$ cat src/rtl/seq_detector_param_pkg.sv
// Shared constants for the parametrised sequence detector.
// The reset defaults reproduce the classic 11011 non-overlapping detector.
package seq_det_pkg;

    // Width of a length field able to hold 0..max_len.
    function automatic int len_w(input int max_len);
        return $clog2(max_len + 1);
    endfunction

    localparam logic [7:0] DEF_PATTERN = 8'b0001_1011;
    localparam int         DEF_LENGTH  = 5;
    localparam bit         DEF_OVERLAP = 1'b0;

endpackage

$ cat src/rtl/seq_detector_param_sat_counter.sv
// Saturating up-counter with synchronous clear; clear wins over increment.
// Reusable by other FSM blocks that need an event tally.
module sat_counter #(
    parameter int W = 16
) (
    input  logic         clk,
    input  logic         rst,
    input  logic         inc,
    input  logic         clr,
    output logic [W-1:0] count,
    output logic         sat
);

    assign sat = &count;

    // Count events, sticking at all-ones.
    always_ff @(posedge clk or posedge rst) begin
        if (rst) begin
            count <= '0;
        end else if (clr) begin
            count <= '0;
        end else if (inc && !sat) begin
            count <= count + W'(1);
        end
    end

endmodule

$ cat src/rtl/seq_detector_param.sv
// Run-time programmable serial bit-sequence detector with a registered
// match pulse, overlapping/non-overlapping modes and a saturating match count.
//
// Handshake: a data bit on `in` is consumed only on a rising clk edge where
// en=1 (and no legal cfg_load is taking priority). With en=0 nothing moves
// except that the match pulse drops, so gaps in en are transparent.
module seq_detector_param
    import seq_det_pkg::*;
#(
    parameter int                 MAX_LEN = 8,
    parameter int                 CNT_W   = 16,
    parameter logic [MAX_LEN-1:0] DEF_PAT = MAX_LEN'(DEF_PATTERN),
    parameter int                 DEF_LEN = DEF_LENGTH,
    parameter bit                 DEF_OVL = DEF_OVERLAP
) (
    input  logic                             clk,
    input  logic                             rst,
    input  logic                             en,
    input  logic                             in,
    input  logic                             cfg_load,
    input  logic [MAX_LEN-1:0]               pat,
    input  logic [$clog2(MAX_LEN+1)-1:0]     len,
    input  logic                             overlap,
    output logic                             out,
    output logic [CNT_W-1:0]                 match_cnt,
    output logic                             cnt_sat,
    output logic                             cfg_err
);

    localparam int LEN_W = len_w(MAX_LEN);

    logic [MAX_LEN-1:0] cfg_pat;
    logic [LEN_W-1:0]   cfg_len;
    logic               cfg_ovl;
    logic [MAX_LEN-1:0] hist;   // newest bit at LSB
    logic [LEN_W-1:0]   fill;   // bits seen since last restart, saturates at MAX_LEN

    logic [MAX_LEN-1:0] nxt;
    logic [MAX_LEN-1:0] mask;
    logic               len_ok;
    logic               load_ok;
    logic               fill_ok;
    logic               match;

    // Window including the incoming bit, and the legality/compare terms.
    always_comb begin
        nxt     = {hist[MAX_LEN-2:0], in};
        mask    = '0;
        for (int i = 0; i < MAX_LEN; i++) begin
            mask[i] = (i < int'(cfg_len));
        end
        len_ok  = (len != '0) && (int'(len) <= MAX_LEN);
        load_ok = cfg_load && len_ok;
        fill_ok = (int'(fill) + 1) >= int'(cfg_len);
        // Bits above cfg_len are masked out and never affect the compare.
        match   = en && !load_ok && fill_ok && (((nxt ^ cfg_pat) & mask) == '0);
    end

    // Configuration capture, history shift, fill tracking, match pulse and error pulse.
    always_ff @(posedge clk or posedge rst) begin
        if (rst) begin
            cfg_pat <= DEF_PAT;
            cfg_len <= LEN_W'(DEF_LEN);
            cfg_ovl <= DEF_OVL;
            hist    <= '0;
            fill    <= '0;
            out     <= 1'b0;
            cfg_err <= 1'b0;
        end else begin
            cfg_err <= cfg_load && !len_ok;
            if (load_ok) begin
                // New configuration: restart detection, drop the bit on in.
                cfg_pat <= pat;
                cfg_len <= len;
                cfg_ovl <= overlap;
                hist    <= '0;
                fill    <= '0;
                out     <= 1'b0;
            end else if (en) begin
                hist <= nxt;
                out  <= match;
                if (match && !cfg_ovl) begin
                    // Non-overlapping: next match needs cfg_len fresh bits.
                    fill <= '0;
                end else if (int'(fill) != MAX_LEN) begin
                    fill <= fill + LEN_W'(1);
                end
            end else begin
                out <= 1'b0;
            end
        end
    end

    sat_counter #(
        .W(CNT_W)
    ) u_cnt (
        .clk   (clk),
        .rst   (rst),
        .inc   (match),
        .clr   (load_ok),
        .count (match_cnt),
        .sat   (cnt_sat)
    );

endmodule

$ cat config.mk
export PLATFORM = sky130hd
export DESIGN_NAME = seq_detector_param
export DESIGN_NICKNAME = d
export VERILOG_FILES = /design/src/rtl/seq_detector_param_pkg.sv /design/src/rtl/seq_detector_param_sat_counter.sv /design/src/rtl/seq_detector_param.sv
export SDC_FILE = /design/constraint.sdc
export NUM_CORES = 1
export LEC_CHECK = 0
export ABC_CLOCK_PERIOD_IN_PS = 2750
export CORE_UTILIZATION = 47
export DETAILED_ROUTE_END_ITERATION = 10
export HOLD_SLACK_MARGIN = 0.15
export PLACE_DENSITY = 0.85
export SLEW_MARGIN = 20
export SYNTH_ARGS = -nofsm -noshare
export SYNTH_HDL_FRONTEND = slang
export SYNTH_SLANG_ARGS = --single-unit
$ cat constraint.sdc
create_clock -name clk -period 2.75 [get_ports clk]
set_clock_uncertainty 0.2 [all_clocks]
set_input_delay 0.275 -clock clk [delete_from_list [all_inputs] [get_ports clk]]
set_output_delay 0.275 -clock clk [all_outputs]
set_load 0.1 [all_outputs]
==> flow_summary.yaml, run 1 <==
floorplan:
  die_x_um: 71.8
  ios: 37
  rows: 25
  start_util: 0.489
  die_h_um: 71.8
  coreArea_um2: 4690
  die_area_um2: 5160
timing:
  finalCriticalPeriod_ns: 2.82
  slew_violations: 0
  finalHoldViolCount: 0
  finalCritPeriodShare: 1.02
  maxSlewHeadroom: 0.643
  hold_ws_ns: 0.203
  rsz0062_at_grt: "true"
  tightestPinTransition_ns: 0.535
  max_freq_mhz: 355
  finalSetupViolations: 5
  layout_setup_ws_ns: -0.0659
grt:
  grt_overflow: 0
  grt_busiest_layer: "met2"
  grt_max_degree: 43
  use_met2: 0.378
  first_global_vias: 1939
  grt_antenna_before_repair: 0
  grt_pass1_wl_um: 9110
  met3_usage: 0.0450
  grt_util_met1: 0.289
  grt_use_total: 0.225
routing:
  wire_per_inst_um: 15.5
  wirelength_um: 5530
  drt-vias-per-instance: 5.75
  drt_pass1_iterations: 4
  vias: 2053
  drt_iter0_markers: 225
  drc: 0
  ant_nets: 0
clock_network:
  cts.sinks: 42
  cts-root-buf: "clkbuf_8"
  clk_latency_ns: 0.29
  clkTransAtPathRegs_ns: 0.08
  hold_buffers: 0
  cts_inserted_buffers: 5
  cts_tree: "yes"
  cts.htree.levels: 2
  cts_buffer_depth: 2
placement:
  place_hpwl_um: 3570
  dp.cells: 345
  place_area_um2: 2790
  portBuffers: 36
  gp_congestion: 0.813
min_path:
  hold_class: "in2async"
worst_setup_path:
  crit_fanout: 7
  cp-start-kind: "flip-flop"
  worstPathArrival_ns: 2.84
  end_kind: "flip-flop"
  critPathKind: "reg2reg"
  required_ns: 2.77
run:
  drv_cap: 0
layout:
  layout.cells.non_filler: 357
  antenna_cells: 0
  n_fill_cell: 378
  syn_to_final_growth_pct: 31.2
  nets: 327
  drive_gt1_frac: 0.251
  fin_area_um2: 3010
synth:
  synth-edff-count: 0
  avgSynthCellArea_um2: 9.21
  synthArstFlopShare: 1.00
  ys_warn_count: 0
  synth_cell_types: 42
  synthFlopType: "dfrtp_1"
  syn_inst: 249
  ys_ff_latch: 42
  yosysSeqAreaShare: 0.462
  synth_nets: 274
  synth_area_um2: 2290
power:
  powerDensity_nw_per_um2: 624
  peakVddDrop_uv: 338
  p_leak_nw: 1.32
run_status:
  violations: "setup timing"
  run_status: "complete, but fails checks"
-- cell families after synthesis --
| family | count (synthesis) | share of synthesized area |
|---|---|---|
| compound gates | 48 | 0.136 |
| simple gates | 112 | 0.243 |
| fa+ha+maj | 7 | 0.0382 |
| mux | 9 | 0.0393 |
| xor+xnor | 12 | 0.0459 |
| flops | 42 | 0.462 |
| buf+inv | 19 | 0.0349 |
-- worst max-delay path, stage by stage (launching register included) --
cell,delay (ns)
dfrtp_1,0.44
ha_2,0.22
xor2_2,0.16
ha_4,0.27
o21ai_2,0.05
o21a_1,0.22
or4_4,0.57
or4_1,0.49
a21oi_1,0.15
-- where the power goes --
part / internal [mW] / total [mW] / switching [mW]
registers: 0.698 / 0.773 / 0.0751
logic: 0.306 / 0.691 / 0.385
clock network: 0.202 / 0.413 / 0.211
-- cell type report --
class | count | area, µm² | area share
Inverter | 7 | 26.3 | 0.00874
Tap cell | 54 | 67.6 | 0.0225
Timing Repair Buffer | 56 | 479 | 0.159
Clock inverter | 2 | 12.5 | 0.00416
Clock buffer | 6 | 82.6 | 0.0275
Multi-Input combinational cell | 190 | 1280 | 0.425
Sequential cell | 42 | 1060 | 0.353
-- timing repair --
item                                    CTS  global route
endpoints found under the setup margin   16            19
gates cloned                              2             0
pin swaps                                14             4
setup buffers                             0             2
gates resized for setup                  13            13
-- state kept, by name, indices dropped and copies added, names as in the netlist --
signal / count
u_cnt.count: 16
cfg_pat: 8
hist: 7
cfg_len: 4
fill: 4
cfg_err: 1
cfg_ovl: 1
out: 1
-- path summary, 6_finish.rpt --
kind,depth (start not counted),from,slack [ns],end
max,8,fill[0],-0.07,u_cnt.count[10]
min,3,rst,0.20,u_cnt.count[1]
max reg2reg,8,fill[0],-0.07,u_cnt.count[10]
min reg2reg,2,cfg_pat[3],0.28,cfg_pat[3]
max in group asynchronous,3,rst,1.75,u_cnt.count[0]
min in group clk,3,pat[4],0.27,cfg_pat[4]
-- synth_stat cells, types with 5 or more instances --
cell type	instances	area (µm²)
or4_1	7	52.6
ha_1	7	87.6
nand2b_1	5	31.3
xor2_1	6	52.6
nand4_1	6	37.5
nand3_1	10	50.1
xnor2_1	6	52.6
inv_1	7	26.3
nor2_1	21	78.8
dfrtp_1	36	901
nand2_1	42	158
o21ai_0	12	60.1
dfstp_2	6	158
clkbuf_1	9	33.8
mux2i_1	9	90.1
a21oi_1	13	65.1
o31ai_1	8	60.1
-- per-layer routing --
layer	routed length [µm]	vias up
met4	61	0
met1	2400	960
met2	2770	87
met5	0	-
li1	-	998
met3	306	8
-- layout by cell type, fill, tap and decap left out, types with 6 or more instances in the layout --
cell / synthesis / layout
a21oi_1: 13 / 12
buf_4: 0 / 37
clkbuf_8: 0 / 6
clkdlybuf4s50_1: 0 / 17
dfrtp_1: 36 / 34
dfstp_2: 6 / 6
inv_1: 7 / 6
mux2i_1: 9 / 9
nand2_1: 42 / 42
nand3_1: 10 / 10
nand4_1: 6 / 6
nor2_1: 21 / 20
o21ai_0: 12 / 7
o31ai_1: 8 / 8
xnor2_1: 6 / 6
-- per-stage QoR --
stage                     setup WS, ns  setup TNS [ns]  total power, mW  utilization
after floorplan                 0.0112               0             1.17            -
after global routing            -0.136          -0.903             1.99        0.641
after detailed placement        -0.394           -5.66             1.36        0.595
after CTS                       -0.108          -0.393             1.82        0.624
final                          -0.0659          -0.100             1.88        0.641
after global placement          -0.346           -4.73             1.34        0.595
Power figures use the tool's default switching activity.
==> run 2, diff against run 1 <==
- CORE_ASPECT_RATIO: default -> 1.1
==> run 2 against run 1 <==
The run still ends with setup timing left. Critical path depth is the same. Design area rose by 4.0%. Clock-buffer cell count is the same. Register-to-register slack lost 0.03 ns. Cell count increased by 1.1%. Routed wire length rose by 6.4%. Power is 15% higher. Flip-flop and latch count unchanged. Via count up 4.9%. Largest cell class unchanged. Hold slack improved by 0.0024 ns. Sequential share of layout area down 1.4 points.
==> flow_summary.yaml, run 2 (synthesis gave the netlist of run 1 again) <==
run_status:
  run_status: "complete, but fails checks"
  violations: "setup timing"
worst_setup_path:
  cp-start-kind: "flip-flop"
  worstPathArrival_ns: 2.88
  critPathLaunch: "fill[0]"
  critPathKind: "reg2reg"
  cp_slowest_cell: "or4_4"
  crit_fanout: 6
  worstPathCellList: "ha_2 -> xor2_1 -> ha_1 -> o21ai_1 -> o21a_2 -> or4_4 -> or4_4 -> a21oi_4"
  path_common_cell: "or4_4"
  critPathMaxStageDelay_ns: 0.54
  end_kind: "flip-flop"
  required_ns: 2.78
  rr_startpoint: "fill[0]"
power:
  powerDensity_nw_per_um2: 692
  switching_share: 0.334
  p_total_mw: 2.16
  p_leak_nw: 1.37
  p_clk_frac: 0.283
  p_switching_uw: 723
  internal_power_mw: 1.44
  peakVddDrop_uv: 359
  seqPwrFrac: 0.356
  comb_power_share: 0.361
clock_network:
  clkTransAtPathRegs_ns: 0.09
  clk_latency_ns: 0.30
  cts_buffer_depth: 2
  cts-root-buf: "clkbuf_8"
  cts_inserted_buffers: 5
  cts.sinks: 42
  cts.htree.levels: 2
  cts_tree: "yes"
  hold_buffers: 0
layout:
  syn_to_final_growth_pct: 36.5
  reg_top3: "u_cnt.count x16, cfg_pat x8, hist x7"
  drive_gt1_frac: 0.289
  final_common_cell: "nand2_1"
  layout_common_cells: "nand2_1 (42), buf_4 (39), dfrtp_1 (34)"
  antenna_cells: 0
  top_register: "u_cnt.count"
  largest_register_ffs: 16
  nets: 329
floorplan:
  coreArea_um2: 4650
  die_h_um: 75.2
  ios: 37
  die_area_um2: 5160
  rows: 26
  start_util: 0.493
  die_x_um: 68.6
placement:
  gp_congestion: 0.836
  place_hpwl_um: 3490
  portBuffers: 36
routing:
  wirelength_um: 5890
  vias: 2154
  ant_nets: 0
  drt-vias-per-instance: 5.97
  drc: 0
  wire_per_inst_um: 16.3
  drt_pass1_iterations: 6
  drt_iter0_markers: 198
timing:
  finalCritPeriodShare: 1.03
  finalHoldViolCount: 0
  slew_violations: 0
  tightestPinTransition_ns: 0.529
  layout_setup_ws_ns: -0.0955
  hold_ws_ns: 0.205
  rsz0062_at_grt: "true"
  maxSlewHeadroom: 0.647
  finalCriticalPeriod_ns: 2.85
  finalSetupViolations: 7
  max_freq_mhz: 351
  setup_tns_ns: -0.223
grt:
  first_global_vias: 1914
  grt_pass1_wl_um: 9010
  grt_overflow: 0
  grt_use_total: 0.234
  grt_max_degree: 43
  grt_antenna_before_repair: 0
run:
  drv_cap: 0
min_path:
  hold_class: "in2async"
[run 2: changes by cell type in the layout (fill, tap and decap cells not counted), sizes merged]
cell	delta
buf	+2
bufinv	+2
clkinv	-1
clkinvlp	-1
[run 2: what timing repair did]
item,in CTS,in global routing
endpoints found under the setup margin,17,19
gates resized for setup,15,22
buffers inserted,2,1
hold endpoints to repair,0,0
cloned,2,0
pin swaps,17,6
[run 2: per-stage QoR]
stage                     utilization  instances  worst slack, ns  instance area (µm²)
after floorplan                     -        249           0.0112                 2320
after global placement          0.602        348           -0.344                 2800
after detailed placement        0.602        348           -0.379                 2800
after CTS                       0.647        360           -0.120                 3010
after global routing            0.672        361           -0.143                 3130
final                           0.672        361          -0.0955                 3130
[run 2: path summary, 6_finish.rpt]
path	end	slack, ns	cells after the start
worst min-delay path	cfg_pat[2]	0.21	3
min in group clk	cfg_pat[0]	0.26	2
worst max register to register	u_cnt.count[10]	-0.1	8
worst min register to register	cfg_pat[0]	0.26	2
max in group asynchronous	u_cnt.count[0]	1.76	3
worst max-delay path	u_cnt.count[10]	-0.1	8
[run 2: layout make-up]
type | instances | area (µm²)
clock buffers | 6 | 82.6
clock inverters | 2 | 60.1
fillers | 344 | 1520
inverters | 7 | 26.3
multi-input cells | 190 | 1330
flip-flops and latches | 42 | 1060
well taps | 56 | 70.1
repair buffers | 58 | 494
[run 2: power by group through the flow]
stage,registers [mW],clock network (mW),logic (mW)
final,0.771,0.613,0.780
after global routing,0.782,0.642,0.837
after CTS,0.768,0.614,0.678
after detailed placement,0.778,0,0.587
after global placement,0.777,0,0.564
after floorplan,0.843,0,0.325
[run 2: layer usage]
| layer | GRT usage | share of wire | wire (µm) | vias up |
|---|---|---|---|---|
| met5 | 0 | 0 | 0 | - |
| met4 | 0.0949 | 0.025 | 147 | 0 |
| met3 | 0.0576 | 0.052 | 304 | 24 |
| met2 | 0.370 | 0.49 | 2910 | 87 |
| met1 | 0.304 | 0.43 | 2520 | 1037 |
| li1 | - | - | - | 1006 |
[run 2: critical path, delay by kind of cell, from the launching register on]
kind | cells | cell delay, ns
AO/OA/AOI/OAI | 3 | 0.43
XOR/XNOR | 1 | 0.15
adder cells (fa/ha/maj) | 2 | 0.50
flip-flops | 1 | 0.44
AND/OR/NAND/NOR | 2 | 1.06
